==> src/rtl/tqvp_bus_initiator.sv <==
// Host-side driver for the TinyQV peripheral bus. Commands are buffered in a
// two-entry queue, issued one at a time as data_write_n / data_read_n cycles
// toward a single responder, and answered in order with one response each.
module tqvp_bus_initiator #(
    parameter int unsigned TIMEOUT_CYCLES = 255  // read wait limit, 0 = unbounded
) (
    input  logic        clk,
    input  logic        rst,
    input  logic        cmd_valid,
    output logic        cmd_ready,
    input  logic        cmd_write,
    input  logic [1:0]  cmd_size,
    input  logic [5:0]  cmd_addr,
    input  logic [31:0] cmd_wdata,
    output logic        rsp_valid,
    input  logic        rsp_ready,
    output logic        rsp_write,
    output logic [31:0] rsp_rdata,
    output logic        rsp_timeout,
    output logic        rsp_error,
    output logic        busy,
    output logic [5:0]  per_address,
    output logic [31:0] per_wdata,
    output logic [1:0]  per_write_n,
    output logic [1:0]  per_read_n,
    input  logic [31:0] per_rdata,
    input  logic        per_ready
);

    typedef enum logic [1:0] {
        S_IDLE  = 2'd0,
        S_WRITE = 2'd1,
        S_READ  = 2'd2,
        S_RESP  = 2'd3
    } state_t;

    typedef struct packed {
        logic        write;
        logic [1:0]  size;
        logic [5:0]  addr;
        logic [31:0] wdata;
    } cmd_t;

    localparam logic [1:0]  BUS_IDLE    = 2'b11;
    localparam logic [1:0]  SIZE_BAD    = 2'b11;
    localparam logic [31:0] TMO_LAST    = 32'(TIMEOUT_CYCLES - 1);
    localparam bit          TMO_ENABLED = (TIMEOUT_CYCLES != 0);

    // Read data is zero-extended above the transfer size.
    function automatic logic [31:0] f_mask(input logic [1:0] size, input logic [31:0] data);
        case (size)
            2'b00:   f_mask = {24'h0, data[7:0]};
            2'b01:   f_mask = {16'h0, data[15:0]};
            default: f_mask = data;
        endcase
    endfunction

    // Command queue
    cmd_t        r_q [2];
    logic        r_wr_ptr;
    logic        r_rd_ptr;
    logic [1:0]  r_count;
    logic        w_push;
    logic        w_pop;
    cmd_t        w_head;

    // FSM and registered bus/response state
    state_t      r_state,       w_state_nxt;
    cmd_t        r_active,      w_active_nxt;
    logic        r_issued,      w_issued_nxt;
    logic [31:0] r_tmo_cnt,     w_tmo_cnt_nxt;
    logic [5:0]  r_per_address, w_per_address_nxt;
    logic [31:0] r_per_wdata,   w_per_wdata_nxt;
    logic [1:0]  r_per_write_n, w_per_write_n_nxt;
    logic [1:0]  r_per_read_n,  w_per_read_n_nxt;
    logic        r_rsp_valid,   w_rsp_valid_nxt;
    logic        r_rsp_write,   w_rsp_write_nxt;
    logic [31:0] r_rsp_rdata,   w_rsp_rdata_nxt;
    logic        r_rsp_timeout, w_rsp_timeout_nxt;
    logic        r_rsp_error,   w_rsp_error_nxt;

    // Ready comes from the registered count only, so a full queue never
    // accepts even when the FSM pops in the same cycle.
    assign cmd_ready = (r_count != 2'd2);
    assign w_push    = cmd_valid && cmd_ready;
    assign w_head    = r_q[r_rd_ptr];

    // Queue pointers and occupancy.
    always_ff @(posedge clk) begin
        // NOTE: sequential state uses non-blocking assignments so every register
        // samples the pre-edge values of the others.
        if (rst) begin
            r_wr_ptr <= 1'b0;
            r_rd_ptr <= 1'b0;
            r_count  <= 2'd0;
        end else begin
            if (w_push) r_wr_ptr <= ~r_wr_ptr;
            if (w_pop)  r_rd_ptr <= ~r_rd_ptr;
            r_count <= r_count + {1'b0, w_push} - {1'b0, w_pop};
        end
    end

    // Queue storage.
    always_ff @(posedge clk) begin
        // NOTE: payload entries need no reset; the count guards every read.
        if (w_push) r_q[r_wr_ptr] <= '{write: cmd_write, size: cmd_size,
                                       addr: cmd_addr, wdata: cmd_wdata};
    end

    // Next-state and next-output logic for the bus sequencer.
    always_comb begin
        // NOTE: every output starts from its held value so no path infers a latch.
        w_state_nxt       = r_state;
        w_active_nxt      = r_active;
        w_issued_nxt      = r_issued;
        w_tmo_cnt_nxt     = r_tmo_cnt;
        w_per_address_nxt = r_per_address;
        w_per_wdata_nxt   = r_per_wdata;
        w_per_write_n_nxt = r_per_write_n;
        w_per_read_n_nxt  = r_per_read_n;
        w_rsp_valid_nxt   = r_rsp_valid;
        w_rsp_write_nxt   = r_rsp_write;
        w_rsp_rdata_nxt   = r_rsp_rdata;
        w_rsp_timeout_nxt = r_rsp_timeout;
        w_rsp_error_nxt   = r_rsp_error;
        w_pop             = 1'b0;

        case (r_state)
            S_IDLE: begin
                if (r_count != 2'd0) begin
                    w_pop         = 1'b1;
                    w_active_nxt  = w_head;
                    w_issued_nxt  = 1'b0;
                    w_tmo_cnt_nxt = 32'd0;
                    if (w_head.size == SIZE_BAD) begin
                        // Illegal size is answered directly without touching the bus.
                        w_state_nxt       = S_RESP;
                        w_rsp_valid_nxt   = 1'b1;
                        w_rsp_write_nxt   = w_head.write;
                        w_rsp_rdata_nxt   = 32'd0;
                        w_rsp_timeout_nxt = 1'b0;
                        w_rsp_error_nxt   = 1'b1;
                    end else if (w_head.write) begin
                        w_state_nxt = S_WRITE;
                    end else begin
                        w_state_nxt = S_READ;
                    end
                end
            end

            S_WRITE: begin
                if (!r_issued) begin
                    w_issued_nxt      = 1'b1;
                    w_per_address_nxt = r_active.addr;
                    w_per_wdata_nxt   = r_active.wdata;
                    w_per_write_n_nxt = r_active.size;
                end else begin
                    w_per_write_n_nxt = BUS_IDLE;
                    w_state_nxt       = S_RESP;
                    w_rsp_valid_nxt   = 1'b1;
                    w_rsp_write_nxt   = r_active.write;
                    w_rsp_rdata_nxt   = 32'd0;
                    w_rsp_timeout_nxt = 1'b0;
                    w_rsp_error_nxt   = 1'b0;
                end
            end

            S_READ: begin
                if (!r_issued) begin
                    w_issued_nxt      = 1'b1;
                    w_per_address_nxt = r_active.addr;
                    w_per_read_n_nxt  = r_active.size;
                end else if (per_ready) begin
                    w_per_read_n_nxt  = BUS_IDLE;
                    w_state_nxt       = S_RESP;
                    w_rsp_valid_nxt   = 1'b1;
                    w_rsp_write_nxt   = 1'b0;
                    w_rsp_rdata_nxt   = f_mask(r_active.size, per_rdata);
                    w_rsp_timeout_nxt = 1'b0;
                    w_rsp_error_nxt   = 1'b0;
                end else if (TMO_ENABLED && (r_tmo_cnt == TMO_LAST)) begin
                    w_per_read_n_nxt  = BUS_IDLE;
                    w_state_nxt       = S_RESP;
                    w_rsp_valid_nxt   = 1'b1;
                    w_rsp_write_nxt   = 1'b0;
                    w_rsp_rdata_nxt   = 32'hFFFF_FFFF;
                    w_rsp_timeout_nxt = 1'b1;
                    w_rsp_error_nxt   = 1'b0;
                end else begin
                    w_tmo_cnt_nxt = r_tmo_cnt + 32'd1;
                end
            end

            S_RESP: begin
                if (rsp_ready) begin
                    w_rsp_valid_nxt = 1'b0;
                    w_state_nxt     = S_IDLE;
                end
            end

            default: w_state_nxt = S_IDLE;
        endcase
    end

    // Sequencer state register; reset aborts any transaction in flight.
    always_ff @(posedge clk) begin
        if (rst) begin
            r_state       <= S_IDLE;
            r_active      <= '0;
            r_issued      <= 1'b0;
            r_tmo_cnt     <= 32'd0;
            r_per_address <= 6'd0;
            r_per_wdata   <= 32'd0;
            r_per_write_n <= BUS_IDLE;
            r_per_read_n  <= BUS_IDLE;
            r_rsp_valid   <= 1'b0;
            r_rsp_write   <= 1'b0;
            r_rsp_rdata   <= 32'd0;
            r_rsp_timeout <= 1'b0;
            r_rsp_error   <= 1'b0;
        end else begin
            r_state       <= w_state_nxt;
            r_active      <= w_active_nxt;
            r_issued      <= w_issued_nxt;
            r_tmo_cnt     <= w_tmo_cnt_nxt;
            r_per_address <= w_per_address_nxt;
            r_per_wdata   <= w_per_wdata_nxt;
            r_per_write_n <= w_per_write_n_nxt;
            r_per_read_n  <= w_per_read_n_nxt;
            r_rsp_valid   <= w_rsp_valid_nxt;
            r_rsp_write   <= w_rsp_write_nxt;
            r_rsp_rdata   <= w_rsp_rdata_nxt;
            r_rsp_timeout <= w_rsp_timeout_nxt;
            r_rsp_error   <= w_rsp_error_nxt;
        end
    end

    assign per_address = r_per_address;
    assign per_wdata   = r_per_wdata;
    assign per_write_n = r_per_write_n;
    assign per_read_n  = r_per_read_n;
    assign rsp_valid   = r_rsp_valid;
    assign rsp_write   = r_rsp_write;
    assign rsp_rdata   = r_rsp_rdata;
    assign rsp_timeout = r_rsp_timeout;
    assign rsp_error   = r_rsp_error;
    assign busy        = (r_state != S_IDLE) || (r_count != 2'd0);

endmodule

==> config.mk <==
export PLATFORM = sky130hd
export DESIGN_NAME = tqvp_bus_initiator
export DESIGN_NICKNAME = d
export VERILOG_FILES = /design/src/rtl/tqvp_bus_initiator.sv
export SDC_FILE = /design/constraint.sdc
export NUM_CORES = 1
export LEC_CHECK = 0
export ABC_AREA = 1
export CAP_MARGIN = 10
export CORE_MARGIN = 2
export CORE_UTILIZATION = 40
export DETAILED_ROUTE_END_ITERATION = 12
export MAX_ROUTING_LAYER = met4
export PLACE_DENSITY = 0.72
export SLEW_MARGIN = 20
export SYNTH_ARGS = -nofsm -noshare
export SYNTH_HDL_FRONTEND = slang
export SYNTH_SLANG_ARGS = --single-unit
==> constraint.sdc <==
create_clock -name clk -period 5.9 [get_ports clk]
set_clock_uncertainty 0.2 [all_clocks]
set_input_delay 1.18 -clock clk [delete_from_list [all_inputs] [get_ports clk]]
set_output_delay 1.18 -clock clk [all_outputs]
set_load 0.01 [all_outputs]
==> results.md, run 1 <==
* Run status: finished, final reports clean
* Min cycle time layout at 3.582 ns
* Max IR drop VDD at 300.6 uV
* Number of placed cells counting well taps at 1,702
* Area delta synth->final at 27.25%
* Post-synthesis instance total at 1,267
* Overall die area at 26,880 um^2
* CP endpoint kind: flop
* Number of I/O port buffers at ~160
* Fin. max-slew vios at 0
* Count of max-cap constraint violations at 0
* CTS clock-pin slew for the worst setup and hold paths at 0.06 ns
* Total Power Consumption at 6.330 mW
* Top library cells by usage in the layout, fill and taps aside: sky130_fd_sc_hd__nand2_1 (258), sky130_fd_sc_hd__nor2_1 (208), sky130_fd_sc_hd__dfxtp_1 (158), sky130_fd_sc_hd__clkdlybuf4s50_1 (157), sky130_fd_sc_hd__inv_1 (137)
* Flop-to-flop setup slack at 2.32 ns
* Routed length per instance at 14.12 um
* Number of buffers on the longest clock path at 3
* First-pass GRT wire length at 39,550 um
* Critical-path maximum fanout at 42
* End of the worst register-to-register path: rsp_rdata[27]$_SDFFE_PP0P_
* Synthesized area per cell at slightly above 8 um^2
* 1st-iter DRT viols at around 470
* Hold-fix buffer count after cts at 0
* Height of the chip at 164.0 um
* Cell count of the worst hold path at 1
* Starting Density at 40.64%
* Critical path buffers and inverters at 2
* Overall via count from detail_route at roughly 8,500
* Top achievable clock speed at between 0.2 and 0.3 GHz
* Non-filler cells in the finished layout at ~1,800
* Width of the die at ~160 um
* Number of iterations in the first detailed-routing pass at 5
* Clock root buffer: sky130_fd_sc_hd__clkbuf_16
* Power density of the placed cells at 486.0 nW/um^2
* Crit-path most repeated cell: sky130_fd_sc_hd__nand2_1
* Final WL at 24,730 um
* Count of state elements after synthesis at 241
* LEAKAGE at 5.142 nW
* Pin count of the biggest net entering global routing at a little under 80
* Share of the yosys chip area belonging to registers at 55.16%
* Vias in the first global route at 8,064
* Number of nets with antenna violations after detailed routing at 0
* Launching element type of the critical path: flop
* Number of library cell types mapped by synthesis at 32
* Fill cell count at around 2,300
* Number of CTS-inserted buffers at 26
* Number of top-level design ports at 158
* Total routing resource utilization after global routing at between 10% and 20%
* Most common library cell in the layout ignoring fill and taps: sky130_fd_sc_hd__nand2_1
* RSZ-0062 raised after global routing: false
* Footprint of the multi-input gates at approximately 3800 um^2
* Critical setup path kind: reg2reg
* Rows at 58
* Average via count per standard cell at 4.832
* Worst min-delay path class: reg2reg
* Cell family with the largest share of critical-path delay: simple AND/OR/NAND/NOR gates
* Slowest cell on the critical path: sky130_fd_sc_hd__dfxtp_2
* Drt drc at 0
* Number of warning messages in the yosys log at 0
* Core area at 25,180 um^2
* FF+latch area at between 5000 and 6000 um^2
* Placer Congestion at 0.8898
* Cells along the critical path: buf_4 > nand2_1 > o21ai_1 > nand2_1 > nand2_1 > inv_1 > nor2_1 > nand3_4 > nor2_4 > a21oi_1
* Netlist area before placement at 10,230 um^2
* Post-layout net count at 1,487
* Endpoint required time on the critical path at 6.07 ns
* CTS tree: yes
* Final total negative setup slack at 0 ns
* Startpoint of the worst hold path: r_rd_ptr$_SDFFE_PP0P_
* Final setup fails at 0
* Final Hold Violating Endpoints at 0
* Initial antenna violation count at 1
* Syn Nets at 1,354
* Post-cts sizing count at 0
* Number of H-tree branching levels at 1
* Ratio of cells with drive above 1 in the final layout at 6.338%
* Worst Tran Pin Value at 0.9109 ns
* Critical path arrival at 3.76 ns
* Worst skew pair latency at approximately 0.54 ns
* Final HPWL from detailed placement at 15,880 um
* Slowest stage delay, CP at between 0.7 and 0.8 ns
* Post-CTS setup buffer count at 0
* Worst slew margin relative to its limit at 39.06%
* Share of the clock period used by the worst path after layout at between 60% and 70%
* Sink Count at 241
* Residual overflow from global routing at 0
* Worst Reg2Reg Path Length in Cells at 10
where the power goes:
part | switching, mW | internal [mW]
Sequential | 0.254 | 2.16
Clock | 0.669 | 1.15
Combinational | 1.30 | 0.808
Total | 2.22 | 4.11
Yosys cell counts (all sizes together):
master,instances,area (um^2)
nand4,11,68.82
a21oi,147,784.5
nor3,7,35.03
ha,9,112.6
o21ai,95,475.5
nand3b,1,7.510
nand3,60,322.8
and3,1,6.260
dfxtp,159,3183
a31oi,1,6.260
nand2,263,1005
nor3b,2,15.01
inv,140,525.5
clkbuf,39,146.4
edfxtp,82,2462
and2,1,6.260
xor2,9,78.83
or2,3,18.77
buf,22,152.6
nor2,215,822.0
logic make-up (layout without fill, tap and decap cells):
kind of cell    after synthesis  count (layout)  share of synthesized area (%)
xor+xnor                      9               9                         0.7702
flops                       241             241                          55.16
other cells                   0               1                              0
compound gates              243             243                          12.37
buf+inv                     201             354                          8.056
fa+ha+maj                     9               9                          1.100
simple gates                564             564                          22.54
layer usage:
layer | wire, um | vias to the layer above | global-route usage [%] | share of wire (%)
li1 | - | 4348 | - | -
met1 | 10460 | 3901 | 22.10 | 42
met2 | 12250 | 180 | 32.70 | 50
met3 | 1540 | 32 | 3.864 | 6.2
met4 | 476 | 0 | 4.585 | 1.9
met5 | 0 | - | - | 0
state kept, by name (all words and copies together), names as in the netlist, named ones only:
register,cells
per_address,6
per_read_n,2
per_wdata,32
per_write_n,2
r_active,41
r_count,2
r_issued,1
r_q,82
r_rd_ptr,1
r_state,2
r_tmo_cnt,32
r_wr_ptr,1
rsp_error,1
rsp_rdata,32
rsp_timeout,1
rsp_valid,1
rsp_write,1
cell type report:
type / count / share of cell area [%]
flip-flops and latches: 241 / 43.36
multi-input cells: 825 / 29.17
repair buffers: 166 / 12.59
clock buffers: 38 / 6.293
inverters: 140 / 4.035
well taps: 330 / 3.170
clock inverters: 10 / 1.374
diodes: 1 / 0.01921
through the flow:
| stage | util (%) | hold WS [ns] | worst slack [ns] | instance area [um^2] |
|---|---|---|---|---|
| after floorplan | - | 0.2258 | 2.235 | 10230 |
| after global placement | 47.72 | 0.2320 | 1.976 | 12020 |
| after detailed placement | 47.72 | 0.2345 | 1.892 | 12020 |
| after CTS | 51.69 | 0.2523 | 1.866 | 13020 |
| after global routing | 51.72 | 0.2885 | 1.994 | 13020 |
| final | 51.72 | 0.2492 | 2.318 | 13020 |
worst reg2reg max path, stage by stage, from the launching register on:
cell and delay (ns):
sky130_fd_sc_hd__dfxtp_2 0.79, sky130_fd_sc_hd__buf_4 0.51, sky130_fd_sc_hd__nand2_1 0.09, sky130_fd_sc_hd__o21ai_1 0.10, sky130_fd_sc_hd__nand2_1 0.07, sky130_fd_sc_hd__nand2_1 0.10, sky130_fd_sc_hd__inv_1 0.07, sky130_fd_sc_hd__nor2_1 0.17
sky130_fd_sc_hd__nand3_4 0.44, sky130_fd_sc_hd__nor2_4 0.72, sky130_fd_sc_hd__a21oi_1 0.16
worst max path at each step:
stage | to | slack, ns | cells after the start
after floorplan | r_q[1][0]$_DFFE_PP_ | 2.24 | 2
after global placement | rsp_rdata[27]$_SDFFE_PP0P_ | 1.98 | 10
after detailed placement | rsp_rdata[27]$_SDFFE_PP0P_ | 1.89 | 10
after CTS | rsp_rdata[27]$_SDFFE_PP0P_ | 1.87 | 10
after global routing | rsp_rdata[27]$_SDFFE_PP0P_ | 1.99 | 10
final | rsp_rdata[27]$_SDFFE_PP0P_ | 2.32 | 10
Note: power is estimated with default switching activity, not from simulation.
==> run 2, diff against run 1 <==
- clock period: 5.9 -> 3.75 ns (I/O delays scaled with it)
==> results.md, run 2 (synthesized netlist as in run 1, its figures left out) <==
* Run status: finished, final reports clean
* CTS tree: yes
* Number of iterations in the first detailed-routing pass at 5 (unchanged)
* Fin util at 51.25% (-0.47 points)
* Combinational cell fraction of total power at 35.0% (+1.8 points)
* Total routing resource utilization after global routing at 18.72% (about the same)
* Post-layout net count at 1,491 (+0.27%)
* Hold-fix buffer count after cts at 0 (unchanged)
* Startpoint of the worst hold path: r_rd_ptr$_SDFFE_PP0P_
* LEAKAGE at 5.082 nW (-1.2%)
* First-pass GRT wire length at 39,720 um (+0.44%)
* Endpoint required time on the critical path at 2.80 ns (-3.27 ns)
* Cell count of the worst hold path at 1 (unchanged)
* Regs by FF count: r_q x82, r_active x41
* Post-cts sizing count at 0 (unchanged)
* Non-filler cells in the finished layout at 1,755 (+0.23%)
* Final setup fails at 0 (unchanged)
* Clock root buffer: sky130_fd_sc_hd__clkbuf_16
* Flip-flop count of the largest register, all copies and words added at 82 (unchanged)
* Met1 global-route usage at 22.53% (+0.43 points)
* Overall die area at 26,880 um^2 (unchanged)
* Worst Tran Pin Value at 0.7834 ns (-0.1276 ns)
* Rows at 58 (unchanged)
* Worst reg2reg startpoint: r_state[0]$_SDFFE_PP0P_
* Top library cells by usage in the layout, fill and taps aside: sky130_fd_sc_hd__nand2_1 (258), sky130_fd_sc_hd__nor2_1 (208), sky130_fd_sc_hd__dfxtp_1 (158), sky130_fd_sc_hd__clkdlybuf4s50_1 (157), sky130_fd_sc_hd__inv_1 (137)
* P_int at 6.140 mW (+49%)
* Critical-path maximum fanout at 4 (-90%)
* Fill cell count at 2,359 (+1.1%)
* Most common library cell in the layout ignoring fill and taps: sky130_fd_sc_hd__nand2_1
* Height of the chip at 164.0 um (unchanged)
* Number of CTS-inserted buffers at 26 (unchanged)
* Area delta synth->final at 26.09%
* Routed length per instance at 14.01 um (-0.81%)
* Total Power Consumption at 9.596 mW (+52%)
* Flop-to-flop setup slack at 0.97 ns (-1.35 ns)
* Number of nets with antenna violations after detailed routing at 0 (unchanged)
* Final WL at 24,590 um (-0.58%)
* Clock power frac at 25.9% (-2.8 points)
* Footprint of the multi-input gates at 3794 um^2 (-0.13%)
* Top Usage Layer GRT: met2
* Max IR drop VDD at 519.7 uV (+73%)
* Number of buffers on the longest clock path at 3 (unchanged)
* Post-CTS setup buffer count at 0 (unchanged)
* Power density of the placed cells at 743.6 nW/um^2 (+53%)
* Net Sw Frac at 36.02% (+0.95 points)
* Met3 Resource Use GR at 4.091% (+0.23 points)
* Fin. max-slew vios at 0 (unchanged)
* Final HPWL from detailed placement at 16,130 um (+1.6%)
* Sink Count at 241 (unchanged)
* Number of top-level design ports at 158 (unchanged)
* Critical setup path kind: reg2out
* Drt drc at 0 (unchanged)
* FF+latch area at 5647 um^2 (unchanged)
* Min cycle time layout at 2.996 ns
* Launching element type of the critical path: flop
* Share of the clock period used by the worst path after layout at 79.90%
* Worst Reg2Reg Path Length in Cells at 9 (-1)
* Number of H-tree branching levels at 1 (unchanged)
* Count of max-cap constraint violations at 0 (unchanged)
* Residual overflow from global routing at 0 (unchanged)
* 1st-iter DRT viols at 516 (+9.6%)
* Power dissipated by switching net loads at 3.456 mW (+56%)
* Overall via count from detail_route at 8,555 (+1.1%)
* Critical path arrival at 2.05 ns (-1.71 ns)
* Initial antenna violation count at 1 (unchanged)
* Width of the die at 164.0 um (unchanged)
* Number of I/O port buffers at 157 (unchanged)
* End of the worst register-to-register path: rsp_rdata[30]$_SDFFE_PP0P_
* Worst slew margin relative to its limit at 47.78% (+8.7 points)
* Starting Density at 40.64% (unchanged)
* Worst skew pair latency at 0.54 ns (about the same)
* Final total negative setup slack at 0 ns (unchanged)
* Final Hold Violating Endpoints at 0 (unchanged)
* Core area at 25,180 um^2 (unchanged)
* Final worst slack at 0.7537 ns (-1.564 ns)
* Ratio of cells with drive above 1 in the final layout at 6.320% (-0.018 points)
* CP endpoint kind: output pin
* RSZ-0062 raised after global routing: false
* Met2 usage in global routing at 32.03% (-0.67 points)
* CTS clock-pin slew for the worst setup and hold paths at 0.06 ns (about the same)
* Average via count per standard cell at 4.875 (+0.88%)
* Placer Congestion at 0.8996 (+1.1%)
* Worst min-delay path class: reg2reg
* Biggest register: r_q
* Number of placed cells counting well taps at 1,706 (+0.24%)
* Worst slack at placement at 0.8601 ns (-1.032 ns)
* Vias in the first global route at 8,219 (+1.9%)
* Pin count of the biggest net entering global routing at 79 (unchanged)
* Seq pwr share at 39.1% (+1.0 points)
* Top achievable clock speed at between 0.3 and 0.4 GHz
[run 2: area by class of cell]
type,instances,area share (%)
diodes,1,0.01939
clock buffers,38,5.779
clock inverters,10,0.8435
inverters,140,4.072
multi-input cells,825,29.40
flip-flops and latches,241,43.76
well taps,330,3.200
repair buffers,170,12.93
[run 2: worst max-delay path: stages (launching register included)]
cell and delay, ns:
sky130_fd_sc_hd__dfxtp_1 0.38, sky130_fd_sc_hd__inv_1 0.10, sky130_fd_sc_hd__ha_1 0.25, sky130_fd_sc_hd__nand3_1 0.16
sky130_fd_sc_hd__clkdlybuf4s50_1 0.62
[run 2: through the flow]
stage,hold WS (ns),cell area [um^2]
final,0.2461,12900
after global placement,0.2272,12050
after CTS,0.2437,12900
after detailed placement,0.2401,12050
after floorplan,0.2258,10230
after global routing,0.2757,12900
[run 2: power by group through the flow]
stage | combinational (mW) | clock (mW) | sequential, mW
final | 3.36 | 2.49 | 3.75
after global routing | 3.81 | 2.65 | 3.82
after CTS | 3.40 | 2.54 | 3.75
after detailed placement | 3.37 | 0 | 3.79
after global placement | 3.30 | 0 | 3.78
after floorplan | 2.04 | 0 | 3.85
[run 2: worst max-delay path by stage]
stage	startpoint	end	slack, ns	cells after the start
floorplan	cmd_valid	r_q[1][0]$_DFFE_PP_	0.52	2
global placement	per_ready	rsp_rdata[26]$_SDFFE_PP0P_	0.89	7
detailed placement	per_ready	rsp_rdata[30]$_SDFFE_PP0P_	0.86	7
CTS	r_state[0]$_SDFFE_PP0P_	busy	0.74	4
global route	r_state[0]$_SDFFE_PP0P_	busy	0.61	4
finish	r_state[0]$_SDFFE_PP0P_	busy	0.75	4
[run 2: metal layers]
layer / wire length, um / part of all wire, %
met1: 10510 / 43
met2: 11910 / 48
met3: 1568 / 6.4
met4: 592 / 2.4
met5: 0 / 0
==> run 3, diff against run 2 <==
- clock period: 3.75 -> 2.91 ns (I/O delays scaled with it)
==> results.md, run 3 (synthesized netlist as in run 1, its figures left out) <==
* Number of buffers on the longest clock path at 3 (unchanged)
* Number of H-tree branching levels at 1 (unchanged)
* Clock root buffer: sky130_fd_sc_hd__clkbuf_16
* Final HPWL from detailed placement at 16,550 um (+2.6%)
* Initial antenna violation count at 0 (-1)
* Critical path arrival at 1.73 ns (-0.32 ns)
* CTS tree: yes
* Worst min-delay path class: reg2reg
* Placer Congestion at 0.8844 (-1.7%)
* Total routing resource utilization after global routing at 19.07% (+0.35 points)
* Share of the clock period used by the worst path after layout at ~86%
* Worst slew margin relative to its limit at 66.37% (+19 points)
* Footprint of the multi-input gates at 3794 um^2 (unchanged)
* Fin. max-slew vios at 0 (unchanged)
* Overall die area at 26,880 um^2 (unchanged)
* Residual overflow from global routing at 0 (unchanged)
* Total Power Consumption at 12.75 mW (+33%)
* Run status: finished, final reports clean
* FF+latch area at 5647 um^2 (unchanged)
* Number of iterations in the first detailed-routing pass at 5 (unchanged)
* Fill cell count at 2,337 (-0.93%)
* Final Hold Violating Endpoints at 0 (unchanged)
* Core area at 25,180 um^2 (unchanged)
* Most common library cell in the layout ignoring fill and taps: sky130_fd_sc_hd__nand2_1
* Placed cell areas at 12,150 um^2 (+0.82%)
* Area delta synth->final at 27.73%
* Fin util at 51.91% (+0.67 points)
* Drt drc at 0 (unchanged)
* Starting Density at 40.64% (unchanged)
* Regs by FF count: r_q x82, r_active x41
* LEAKAGE at 5.195 nW (+2.2%)
* Max IR drop VDD at 607.9 uV (+17%)
* Min cycle time layout at around 2.5 ns
* Sink Count at 241 (unchanged)
* Endpoint required time on the critical path at 2.13 ns (-0.67 ns)
* Height of the chip at 164.0 um (unchanged)
* 1st-iter DRT viols at 599 (+16%)
* Ratio of cells with drive above 1 in the final layout at 7.307% (+0.99 points)
* Critical setup path kind: reg2out
* Average via count per standard cell at 4.842 (-0.67%)
* Vias in the first global route at 7,987 (-2.8%)
* Overall via count from detail_route at 8,561 (+0.070%)
* Number of I/O port buffers at 157 (unchanged)
* Top library cells by usage in the layout, fill and taps aside: sky130_fd_sc_hd__nand2_1 (258), sky130_fd_sc_hd__nor2_1 (208), sky130_fd_sc_hd__dfxtp_1 (158), sky130_fd_sc_hd__clkdlybuf4s50_1 (156), sky130_fd_sc_hd__inv_1 (137)
* Flip-flop count of the largest register, all copies and words added at 82 (unchanged)
* Final WL at 25,040 um (+1.9%)
* Worst slack at placement at 0.4384 ns (-0.4218 ns)
* Worst Tran Pin Value at 0.5039 ns (-0.2794 ns)
* Rows at 58 (unchanged)
* Post-CTS setup buffer count at 0 (unchanged)
* CP endpoint kind: output pin
* Worst skew pair latency at 0.55 ns (about the same)
* Routed length per instance at 14.16 um (+1.1%)
* Pin count of the biggest net entering global routing at 51 (-35%)
* Number of top-level design ports at 158 (unchanged)
* RSZ-0062 raised after global routing: false
* CTS clock-pin slew for the worst setup and hold paths at 0.06 ns (about the same)
* Critical-path maximum fanout at 3 (-1)
* Final setup fails at 0 (unchanged)
* Final total negative setup slack at 0 ns (unchanged)
* Final worst slack at 0.3986 ns (-0.3551 ns)
* Top achievable clock speed at 0.3982 GHz
* Biggest register: r_q
* Number of CTS-inserted buffers at 26 (unchanged)
* Number of nets with antenna violations after detailed routing at 0 (unchanged)
* Power density of the placed cells at 975.1 nW/um^2 (+31%)
* Width of the die at 164.0 um (unchanged)
* Post-route cell area at 13,070 um^2 (+1.3%)
* Post-layout net count at 1,504 (+0.87%)
* First-pass GRT wire length at 40,310 um (+1.5%)
* Launching element type of the critical path: flop
* Count of max-cap constraint violations at 0 (unchanged)
run 3: changes by cell type in the layout (fill, tap and decap cells not counted), sizes merged:
| cell | previous run | this run |
|---|---|---|
| buf | 13 | 26 |
| bufinv | 1 | 3 |
| clkbuf | 38 | 36 |
| clkdlybuf4s50 | 157 | 156 |
| clkinv | 7 | 8 |
| clkinvlp | 2 | 0 |
| dlymetal6s2s | 0 | 1 |
| inv | 140 | 141 |
run 3: routing by layer:
layer,part of all wire (%),vias to the layer above,track usage (%)
met5,0,-,-
met4,2.2,0,3.987
met3,6.3,35,3.535
met2,47,215,31.21
met1,44,3940,24.85
li1,-,4371,-
run 3: final timing paths:
| kind | startpoint | to | cells past startpoint | slack, ns |
|---|---|---|---|---|
| worst max-delay path | r_count[0]$_SDFF_PP0_ | cmd_ready | 3 | 0.40 |
| worst min-delay path | r_rd_ptr$_SDFFE_PP0P_ | r_rd_ptr$_SDFFE_PP0P_ | 1 | 0.25 |
| worst min register to register | r_rd_ptr$_SDFFE_PP0P_ | r_rd_ptr$_SDFFE_PP0P_ | 1 | 0.25 |
| worst max register to register | r_state[1]$_SDFFE_PP0P_ | r_count[1]$_SDFF_PP0_ | 10 | 0.51 |
run 3: power by group:
group / internal (mW) / switching, mW
combinational: 1.74 / 2.75
sequential: 4.37 / 0.434
clock: 2.09 / 1.37
total: 8.19 / 4.55
run 3: layout make-up:
| type | instances | area share [%] |
|---|---|---|
| well taps | 330 | 3.159 |
| repair buffers | 183 | 13.53 |
| inverters | 140 | 4.029 |
| flip-flops and latches | 241 | 43.20 |
| clock buffers | 36 | 5.733 |
| clock inverters | 12 | 1.311 |
| diodes | 1 | 0.01914 |
| multi-input cells | 825 | 29.02 |
run 3: worst max-delay path, stage by stage, from the launching register on:
cell,delay [ns]
sky130_fd_sc_hd__dfxtp_1,0.34
sky130_fd_sc_hd__inv_1,0.10
sky130_fd_sc_hd__nand2_1,0.17
sky130_fd_sc_hd__clkdlybuf4s50_1,0.57
run 3: timing repair:
item                       4_1_cts  5_1_grt
hold buffers                     0        0
setup endpoints to repair        0        1
resized for setup                0        1
run 3: stage by stage:
step | cells | hold slack (ns)
after floorplan | 1267 | 0.2258
after global placement | 1719 | 0.2259
after detailed placement | 1719 | 0.2379
after CTS | 1767 | 0.2514
after global routing | 1767 | 0.2580
final | 1768 | 0.2531
